$ cat src/rtl/cpp_d2i_pkg.sv
// Shared constants and stage payload types for the binary64 -> signed integer pipeline.
package cpp_d2i_pkg;

  localparam logic [1:0] MODE_TRUNC = 2'b00;
  localparam logic [1:0] MODE_RNE   = 2'b01;
  localparam logic [1:0] MODE_FLOOR = 2'b10;
  localparam logic [1:0] MODE_CEIL  = 2'b11;

  localparam int unsigned FLAG_INEXACT  = 0;
  localparam int unsigned FLAG_OVERFLOW = 1;
  localparam int unsigned FLAG_INVALID  = 2;
  localparam int unsigned FLAG_W        = 3;

  localparam int unsigned DBL_W    = 64;
  localparam int unsigned EXP_W    = 11;
  localparam int unsigned FRAC_W   = 52;
  localparam int unsigned SIG_W    = FRAC_W + 1;
  localparam int unsigned EXP_BIAS = 1023;
  localparam int unsigned MODE_W   = 2;

  // Integer magnitude kept by the align stage; anything wider is tracked by a flag.
  localparam int unsigned MAG_W   = 64;
  localparam int unsigned LSB_EXP = EXP_BIAS + FRAC_W;
  localparam int unsigned BIG_EXP = EXP_BIAS + MAG_W;

  typedef struct packed {
    logic              sign;
    logic [EXP_W-1:0]  exp;
    logic [SIG_W-1:0]  sig;
    logic              nan;
    logic              inf;
    logic [MODE_W-1:0] mode;
  } s1_t;

  typedef struct packed {
    logic              sign;
    logic [MAG_W-1:0]  mag;
    logic              big;
    logic              guard;
    logic              sticky;
    logic              nan;
    logic              inf;
    logic [MODE_W-1:0] mode;
  } s2_t;

endpackage

$ cat src/rtl/cpp_d2i_round.sv
// Rounding-increment and inexact decision for one aligned magnitude.
module cpp_d2i_round
  import cpp_d2i_pkg::*;
(
  input  logic [MODE_W-1:0] mode,
  input  logic              sign,
  input  logic              lsb,
  input  logic              guard,
  input  logic              sticky,
  output logic              inc_c,
  output logic              inexact_c
);

  always_comb begin
    inc_c     = 1'b0;
    inexact_c = guard | sticky;
    case (mode)
      MODE_TRUNC: inc_c = 1'b0;
      MODE_RNE:   inc_c = guard & (sticky | lsb);
      MODE_FLOOR: inc_c = sign & (guard | sticky);
      MODE_CEIL:  inc_c = ~sign & (guard | sticky);
      default:    inc_c = 1'b0;
    endcase
  end

endmodule

$ cat src/rtl/cpp_double_to_int_pipe.sv
// Three-stage binary64 to signed OUT_W-bit integer converter with a globally stalled valid/ready pipe.
module cpp_double_to_int_pipe
  import cpp_d2i_pkg::*;
#(
  parameter int unsigned OUT_W  = 32,
  parameter bit          SAT_EN = 1'b1
) (
  input  logic              clk,
  input  logic              rst_n,
  input  logic [DBL_W-1:0]  in,
  input  logic [MODE_W-1:0] mode,
  input  logic              in_valid,
  output logic              in_ready,
  output logic [OUT_W-1:0]  out,
  output logic [FLAG_W-1:0] flags,
  output logic              out_valid,
  input  logic              out_ready
);

  localparam int unsigned RND_W  = MAG_W + 1;
  localparam int unsigned WIDE_W = 2 * MAG_W;
  localparam logic [RND_W-1:0] NEG_LIM = RND_W'(1) << (OUT_W - 1);
  localparam logic [RND_W-1:0] POS_LIM = NEG_LIM - RND_W'(1);
  localparam logic [OUT_W-1:0] SAT_MAX = {1'b0, {(OUT_W-1){1'b1}}};
  localparam logic [OUT_W-1:0] SAT_MIN = {1'b1, {(OUT_W-1){1'b0}}};

  logic advance;
  logic s1_v, s2_v;
  s1_t  s1_d, s1_q;
  s2_t  s2_d, s2_q;

  assign advance  = !out_valid || out_ready;
  assign in_ready = advance;

  // S1: unpack fields and classify specials.
  always_comb begin
    s1_d      = '0;
    s1_d.sign = in[DBL_W-1];
    s1_d.exp  = in[FRAC_W +: EXP_W];
    s1_d.sig  = {|in[FRAC_W +: EXP_W], in[FRAC_W-1:0]};
    s1_d.nan  = (&in[FRAC_W +: EXP_W]) && (|in[FRAC_W-1:0]);
    s1_d.inf  = (&in[FRAC_W +: EXP_W]) && !(|in[FRAC_W-1:0]);
    s1_d.mode = mode;
  end

  always_ff @(posedge clk or negedge rst_n) begin
    if (!rst_n) begin
      s1_v <= 1'b0;
      s1_q <= '0;
    end else if (advance) begin
      s1_v <= in_valid;
      s1_q <= s1_d;
    end
  end

  // S2: align the significand to the integer point, keeping guard and sticky.
  logic [EXP_W-1:0]  sh_l, sh_r;
  logic [WIDE_W-1:0] wide_r;

  always_comb begin
    s2_d      = '0;
    sh_l      = s1_q.exp - EXP_W'(LSB_EXP);
    sh_r      = EXP_W'(LSB_EXP) - s1_q.exp;
    wide_r    = {{(MAG_W-SIG_W){1'b0}}, s1_q.sig, {MAG_W{1'b0}}} >> sh_r;
    s2_d.sign = s1_q.sign;
    s2_d.nan  = s1_q.nan;
    s2_d.inf  = s1_q.inf;
    s2_d.mode = s1_q.mode;
    if (s1_q.exp >= EXP_W'(LSB_EXP)) begin
      // Exact integer; the low MAG_W bits are all a wrapped result ever needs.
      s2_d.mag = MAG_W'(s1_q.sig) << sh_l;
      s2_d.big = s1_q.exp >= EXP_W'(BIG_EXP);
    end else if (sh_r >= EXP_W'(MAG_W)) begin
      s2_d.sticky = |s1_q.sig;
    end else begin
      s2_d.mag    = wide_r[WIDE_W-1:MAG_W];
      s2_d.guard  = wide_r[MAG_W-1];
      s2_d.sticky = |wide_r[MAG_W-2:0];
    end
  end

  always_ff @(posedge clk or negedge rst_n) begin
    if (!rst_n) begin
      s2_v <= 1'b0;
      s2_q <= '0;
    end else if (advance) begin
      s2_v <= s1_v;
      s2_q <= s2_d;
    end
  end

  // S3: round, range-check, then saturate or wrap.
  logic              inc, inexact_raw, ovf;
  logic [RND_W-1:0]  rounded;
  logic [OUT_W-1:0]  low, wrap, sat, out_d;
  logic [FLAG_W-1:0] flags_d;

  cpp_d2i_round u_round (
    .mode      (s2_q.mode),
    .sign      (s2_q.sign),
    .lsb       (s2_q.mag[0]),
    .guard     (s2_q.guard),
    .sticky    (s2_q.sticky),
    .inc_c     (inc),
    .inexact_c (inexact_raw)
  );

  always_comb begin
    out_d   = '0;
    flags_d = '0;
    rounded = RND_W'(s2_q.mag) + RND_W'(inc);
    low     = OUT_W'(rounded);
    wrap    = s2_q.sign ? (~low + OUT_W'(1)) : low;
    sat     = s2_q.sign ? SAT_MIN : SAT_MAX;
    ovf     = s2_q.big || (rounded > (s2_q.sign ? NEG_LIM : POS_LIM));
    if (s2_q.nan) begin
      flags_d[FLAG_INVALID] = 1'b1;
    end else if (s2_q.inf) begin
      flags_d[FLAG_OVERFLOW] = 1'b1;
      out_d = SAT_EN ? sat : '0;
    end else if (ovf) begin
      flags_d[FLAG_OVERFLOW] = 1'b1;
      out_d = SAT_EN ? sat : wrap;
    end else begin
      flags_d[FLAG_INEXACT] = inexact_raw;
      out_d = wrap;
    end
  end

  always_ff @(posedge clk or negedge rst_n) begin
    if (!rst_n) begin
      out_valid <= 1'b0;
      out       <= '0;
      flags     <= '0;
    end else if (advance) begin
      out_valid <= s2_v;
      if (s2_v) begin
        out   <= out_d;
        flags <= flags_d;
      end
    end
  end

endmodule

$ cat config.mk
export PLATFORM = sky130hd
export DESIGN_NAME = cpp_double_to_int_pipe
export DESIGN_NICKNAME = d
export VERILOG_FILES = /design/src/rtl/cpp_d2i_pkg.sv /design/src/rtl/cpp_d2i_round.sv /design/src/rtl/cpp_double_to_int_pipe.sv
export SDC_FILE = /design/constraint.sdc
export NUM_CORES = 1
export LEC_CHECK = 0
export BUFFER_PORTS_ARGS = -buffer_cell sky130_fd_sc_hd__clkbuf_2
export CAP_MARGIN = 10
export CORE_MARGIN = 3
export CORE_UTILIZATION = 40
export DETAILED_ROUTE_END_ITERATION = 8
export GPL_TIMING_DRIVEN = 0
export SETUP_SLACK_MARGIN = 0.15
export SYNTH_ARGS = -nofsm -noshare
export SYNTH_HDL_FRONTEND = slang
export SYNTH_HIERARCHICAL = 1
export SYNTH_SLANG_ARGS = --single-unit
$ cat constraint.sdc
create_clock -name clk -period 8.9 [get_ports clk]
set_input_delay 1.335 -clock clk [delete_from_list [all_inputs] [get_ports clk]]
set_output_delay 1.335 -clock clk [all_outputs]
set_load 0.05 [all_outputs]
Word-level counts from Yosys, hierarchy flattened. Cells that the tools add are included.

Register bits: 179. Input bits: 70. Output and inout port bits: 37. Logic and storage cells: 71.

$add $sub $neg: 4. Magnitude comparators: 4. Eq/ne operators: 3. Shift operators: 2. Multiplexer cells: 19. Bitwise operators: 7. Reductions and logical operators: 13.

Operator list (count): 32-bit 2-to-1 mux (6); 64-bit 2-to-1 mux (2); 117-bit by 11-bit right shift with 128-bit output (1); 64-bit by 1-bit adder with 65-bit output (1); 65-bit by 32-bit > comparator with 1-bit output (1); 53-bit by 11-bit left shift with 64-bit output (1); 63-bit OR reduction (1); 53-bit OR reduction (1); 52-bit OR reduction (1); 32-bit by 1-bit adder with 32-bit output, second input constant (1); 32-bit inverter (1); 11-bit >= comparator, second input constant (2); 11-bit by 7-bit >= comparator with 1-bit output, second input constant (1); 11-bit AND reduction (1); 11-bit OR reduction (1); 11-bit subtractor, first input constant (1); 11-bit subtractor, second input constant (1); 1-bit 2-to-1 mux (8); 2-bit == test, second input constant (2); 2-bit 2-to-1 mux (2); 1-bit one-hot mux with 4 select lines (1); 1-bit bitwise AND (3); 2-bit by 1-bit == test with 1-bit output, second input constant (1); 1-bit logical AND (2); other kinds (6) (9).

Depth between registers and ports, before layout.
Depth in word-level cells: 10. Mapped depth: 24. Gate-level depth less buffers: 21.

Hierarchy. Netlist, hierarchy kept.

Modules (own cells, without submodules): cpp_double_to_int_pipe (times used 1, cells an instance 2405, area each 19033.3 sq um, seq. area each 4479.3 sq um); cpp_d2i_round (times used 1, cells an instance 6, area each 38.8 sq um, seq. area each 0.0 sq um).

Least setup slack after synthesis. No wires, ideal clock.

Kind: register to register. Start: register s2_q[71] (netlist name). End: register out[30]. Library setup time: 124 ps. Arrival: 5281 ps. Data required time: 8776 ps. Setup slack: 3495 ps. Stages on the path, launching flop included: 23. Path buffers: 2. Clock period less this slack: 5405 ps. Path through: dfrtp_1 nand2_1 xor2_1 nor3_2 ha_1 ha_1 clkbuf_1 nand2_1 nor4_1 nand4_1 nor2_1 xnor2_1 inv_1 ha_1 nand2_1 nor4_1 and3_1 o2111ai_1 nor4_1 and4bb_2 a21oi_4 buf_6 a211o_1.

Cells in the longest elaborated chain, start to end: 10. Elaborated cells between the ends (all ways): 15. Those cells by class: 2 x add/sub; 1 x order compare; 7 x mux; 4 x bitwise; 1 x reduce/logical.

Ends and longest elaborated chain: from (decl) (line cpp_double_to_int_pipe.sv:30) `s2_t s2_d, s2_q;`; from (signal assigned) (line cpp_double_to_int_pipe.sv:85) `s2_q <= '0;`; from (signal assigned) (line cpp_double_to_int_pipe.sv:88) `s2_q <= s2_d;`; 1-bit inverter (line cpp_d2i_round.sv:21) `MODE_CEIL: inc_c = ~sign & (guard | sticky);`; 1-bit bitwise AND (line cpp_d2i_round.sv:21); 1-bit one-hot mux with 4 select lines (*) (line cpp_d2i_round.sv:17) `case (mode)`; named net inc (line cpp_double_to_int_pipe.sv:93) `logic inc, inexact_raw, ovf;`; 64-bit by 1-bit adder with 65-bit output (*) (line cpp_double_to_int_pipe.sv:111) `rounded = RND_W'(s2_q.mag) + RND_W'(inc);`; 32-bit inverter (line cpp_double_to_int_pipe.sv:113) `wrap = s2_q.sign ? (~low + OUT_W'(1)) : low;`; 32-bit by 1-bit adder with 32-bit output (line cpp_double_to_int_pipe.sv:113); 32-bit 2-to-1 mux (line cpp_double_to_int_pipe.sv:113); 32-bit 2-to-1 mux (*) (line cpp_double_to_int_pipe.sv:121) `end else if (ovf) begin`; 32-bit 2-to-1 mux (*) (line cpp_double_to_int_pipe.sv:118) `end else if (s2_q.inf) begin`; 32-bit 2-to-1 mux (*) (line cpp_double_to_int_pipe.sv:116) `if (s2_q.nan) begin`; to (signal assigned) (line cpp_double_to_int_pipe.sv:138) `out <= out_d;`; to (decl) (line cpp_double_to_int_pipe.sv:14) `output logic [OUT_W-1:0] out,`.

The timed path passes the listed nets; every way through them passes the cells marked *. A chain may end at the register's enable or synchronous reset.

Worst setup path after layout.
Start: register s1_q[59] (netlist name). End: register s2_q[4] (netlist name).

Cells in the longest elaborated chain, start to end: 5. Elaborated cells between the ends (all ways): 7. Those cells by class: 1 x add/sub; 2 x order compare; 1 x shift; 2 x mux; 1 x reduce/logical.

Ends and longest elaborated chain: from (decl) (line cpp_double_to_int_pipe.sv:29) `s1_t s1_d, s1_q;`; from (signal assigned) (line cpp_double_to_int_pipe.sv:49) `s1_q <= '0;`; from (signal assigned) (line cpp_double_to_int_pipe.sv:52) `s1_q <= s1_d;`; 11-bit subtractor (line cpp_double_to_int_pipe.sv:63) `sh_r = EXP_W'(LSB_EXP) - s1_q.exp;`; 117-bit by 11-bit right shift with 128-bit output (line cpp_double_to_int_pipe.sv:64) `wide_r = {{(MAG_W-SIG_W){1'b0}}, s1_q.sig, {MAG_W{1'b0}}} >> sh_r;`; 63-bit OR reduction (line cpp_double_to_int_pipe.sv:78) `s2_d.sticky = |wide_r[MAG_W-2:0];`; 1-bit 2-to-1 mux (line cpp_double_to_int_pipe.sv:73) `end else if (sh_r >= EXP_W'(MAG_W)) begin`; 2-bit 2-to-1 mux (*) (line cpp_double_to_int_pipe.sv:69) `if (s1_q.exp >= EXP_W'(LSB_EXP)) begin`.

Every way passes the cells marked *; elsewhere a longest branch is shown, timed or not.

==> results.md <==
* Period minus WS final at 7.35 ns
* Slew at the pin closest to its max-slew limit at 1.56 ns
* Fin crit share at 82.5%
* Hold-fix buffer count after cts at 0
* Final Skew at 0.0174 ns
* WL/cell at 31.3 um
* Asr flop ratio synth at 100%
* Maximum clock insertion buffer count at 2
* Critical R2R Capture: s2_q[4]
* DR vias at 21500
* Critical Path Fanout Max at 11
* GR Util met2 at 59.7%
* Die Wd at 224 um
* Post-CTS setup buffers at 0
* Power Internal at 2970 uW
* Clk sinks at 179
* Worst reg2reg path startpoint: s1_q[59]
* Final Max Tran Viols at 4
* Max IR drop VDD at 0.181 mV
* CORE AREA at 46900 um^2
* Root Driver: clkbuf_16
* Most Crowded Layer GR: met2
* Die height at 224 um
* Critical Path Source Type: flop
* Net switching power at 4090 uW
* Comb pwr share at 69.5%
* Critical Path, Cell by Cell: clkbuf_1, clkinv_1, buf_1, buf_1, clkbuf_1, ha_1, inv_1, clkbuf_1, clkbuf_1, buf_1, o21a_1, o21ai_0, a21oi_1, a41oi_1, o41ai_1, o21a_1, a41oi_1
* Post-synth top area cell: dfrtp_1
* First-pass GRT wire length at 144000 um
* Post-synthesis sequential element count at 179
* Final hold violations at 0
* Vias in the first global route at 20600
* Row cnt at 79
* Detailed-route DRC error count at 0
* Syn-to-layout area delta at 10.4%
* Outcome: finished, violations left
* Nets at 2650
* CTS tree: done
* Initial Util at 40.7%
* Synth Net Count at 2520
* Top cell family by delay on the critical path: buffers and inverters
* Seq pwr share at 19.0%
* Clk pin slew, worst setup/hold paths at 0.08 ns
* Worst skew pair latency at 0.51 ns
* Most Frequent Cell on Critical Path: clkbuf_1
* Critical path type: flop to flop
* GR Util met3 at 7.39%
* WL final at 98900 um
* Hold_sp: s1_v
* GRT overflow at 0
* Gpl congestion at 1.07
* Clock group share of total power at 11.5%
* Setup TNS at 0 ns
* PortBufs at 106
* Via density at 6.80
* Max incr delay on CP at 0.69 ns
* Number of buffers created by CTS at 17
* Fmax achieved at 136 MHz
* Syn_area_per_cell at 7.91 um^2
* Cells on worst reg2reg path at 17
* Violated checks: max-slew violations
* N_diodes at 0
* GRT Total Usage at 38.8%
* Layout cells sized above 1 at 13.9%
* Routed Antenna Nets at 0
* Pleak at 0.00860 uW
* 1st-iter DRT viols at 2462
* CP arrival at 7.70 ns
* DPL Wire Length at 79100 um
* Synth top area cells: dfrtp_1 (23%), nand2_1 (8.5%), mux4_2 (7.7%)
* Largest net degree at the start of global routing at 104
* Post-CTS Resized at 0
* Flop-to-flop setup slack at 1.55 ns
* Hold Path Depth at 2
* DP Cell Count at 3128
* Sequential-to-total area share from yosys stat at 23.5%
* CP Capture Type: flop
* CP Buf/Inv Count at 9
* Hold Path End: s1_v
* Top Ports at 107
* Critical-path cell with the highest stage delay: buf_1
* Synth Cell Area at 19100 um^2
* Synth top area share at 23.5%
* Relative slew slack at -3.86%
* Post-synth EDFFs at 0
* Sw Share at 57.9%
* Die area at 50300 um^2
* Final setup violation count at 0
* Fin cells at 3161
* Yosys warnings at 6
* Gate Count Post-Synth at 2411
* Ys flop type: dfrtp_1
* Hold Path Class: flop to flop
* Pre-Repair DR Iteration Count at 5
* Pwr Density at 336 nW/um^2
* Level count of the clock H-tree at 4
* Initial antenna violation count at 0
* RSZ-0062 raised after global routing: false
* Worst EP required at 9.25 ns
* GR Util met1 at 50.5%
* Netlist cell types at 89
* Maximum Capacitance Violations at 0
-- how the worst max path moves through the flow --
stage	start	to	slack [ns]	cells past startpoint
2_1_floorplan	s2_q[71]	out[30]	3.49	22
3_3_place_gp	s2_q[71]	flags[0]	1.50	24
3_5_place_dp	s2_q[71]	out[28]	1.32	24
4_1_cts	s2_q[71]	flags[0]	1.29	24
5_1_grt	s2_q[71]	out[19]	1.40	24
6_report	s1_q[59]	s2_q[4]	1.55	17
-- Yosys cell counts, types with 42 or more instances --
cell type	n
mux2i_1	144
mux4_2	65
o21ai_0	142
nand4_1	51
nand2_1	431
nor3_1	66
o211ai_1	47
nand3_1	73
mux2_2	81
xnor2_1	42
nor4_1	62
a21oi_1	110
clkbuf_1	150
dfrtp_1	179
nor2_1	185
-- power by group through the flow --
stage | registers [uW] | clock network, uW | logic (uW)
floorplan | 1490 | 0 | 2820
global placement | 1340 | 0 | 4720
detailed placement | 1350 | 0 | 4700
CTS | 1330 | 826 | 4730
global route | 1350 | 850 | 5130
finish | 1340 | 815 | 4910
-- cells by family (layout without fill, tap and decap cells) --
kind of cell,count (synthesis),in the layout,share of synthesized area [%]
AND/OR/NAND/NOR,1018,1018,25.2
AO/OA/AOI/OAI,586,586,20.9
multiplexers,290,290,20.0
buffers and inverters,238,381,5.07
flip-flops,179,179,23.5
XOR/XNOR,61,61,2.80
adder cells (fa/ha/maj),39,39,2.56
-- per-layer routing --
| metal | part of all wire (%) | vias up |
|---|---|---|
| li1 | - | 9307 |
| met1 | 40 | 10500 |
| met2 | 44 | 1309 |
| met3 | 8.5 | 334 |
| met4 | 7.5 | 0 |
| met5 | 0 | - |
-- cells in the final DEF (no fill, tap or decap), drive strengths merged, types with 24 or more instances in the layout --
| master | Yosys | layout |
|---|---|---|
| dfrtp | 179 | 179 |
| nor3 | 69 | 69 |
| nor4 | 64 | 64 |
| nand2b | 24 | 24 |
| buf | 52 | 56 |
| mux4 | 65 | 65 |
| nor2 | 185 | 185 |
| nand3 | 75 | 75 |
| a21oi | 111 | 111 |
| mux2i | 144 | 144 |
| xnor2 | 42 | 42 |
| ha | 39 | 39 |
| o21ai | 142 | 142 |
| inv | 32 | 37 |
| mux2 | 81 | 81 |
| o211ai | 47 | 47 |
| clkbuf | 152 | 278 |
| nand4 | 52 | 52 |
| nand2 | 431 | 431 |
-- sequential cells by signal, indices dropped and copies added (netlist names) --
| register | count |
|---|---|
| flags | 3 |
| out | 32 |
| out_valid | 1 |
| s1_q | 69 |
| s1_v | 1 |
| s2_q | 72 |
| s2_v | 1 |
-- through the flow --
step	cell area (um^2)	power [uW]	setup WS, ns	utilization, %	hold slack [ns]
4_1_cts	21000	6880	1.29	44.9	0.471
6_report	21000	7060	1.55	44.9	0.472
3_5_place_dp	20400	6050	1.32	43.6	0.455
2_1_floorplan	19100	4300	3.49	-	0.439
3_3_place_gp	20400	6060	1.50	43.5	0.454
5_1_grt	21000	7330	1.40	44.9	0.495
-- cell type report --
cell class | instances | area (um^2)
tap | 607 | 759
clock buffer | 20 | 457
multi-input combinational | 1994 | 13600
sequential | 179 | 4480
timing repair buffer | 111 | 614
buffer | 204 | 840
clock inverter | 12 | 144
fill | 4854 | 25800
inverter | 34 | 128
-- worst register-to-register path: cells and delay by family, from the launching register on --
kind	cells	cell delay, ns
adders and majority gates	1	0.42
buffers and inverters	9	4.37
AOI/OAI and AO/OA	7	2.01
DFF	1	0.40
(Power assumes the default switching activity.)
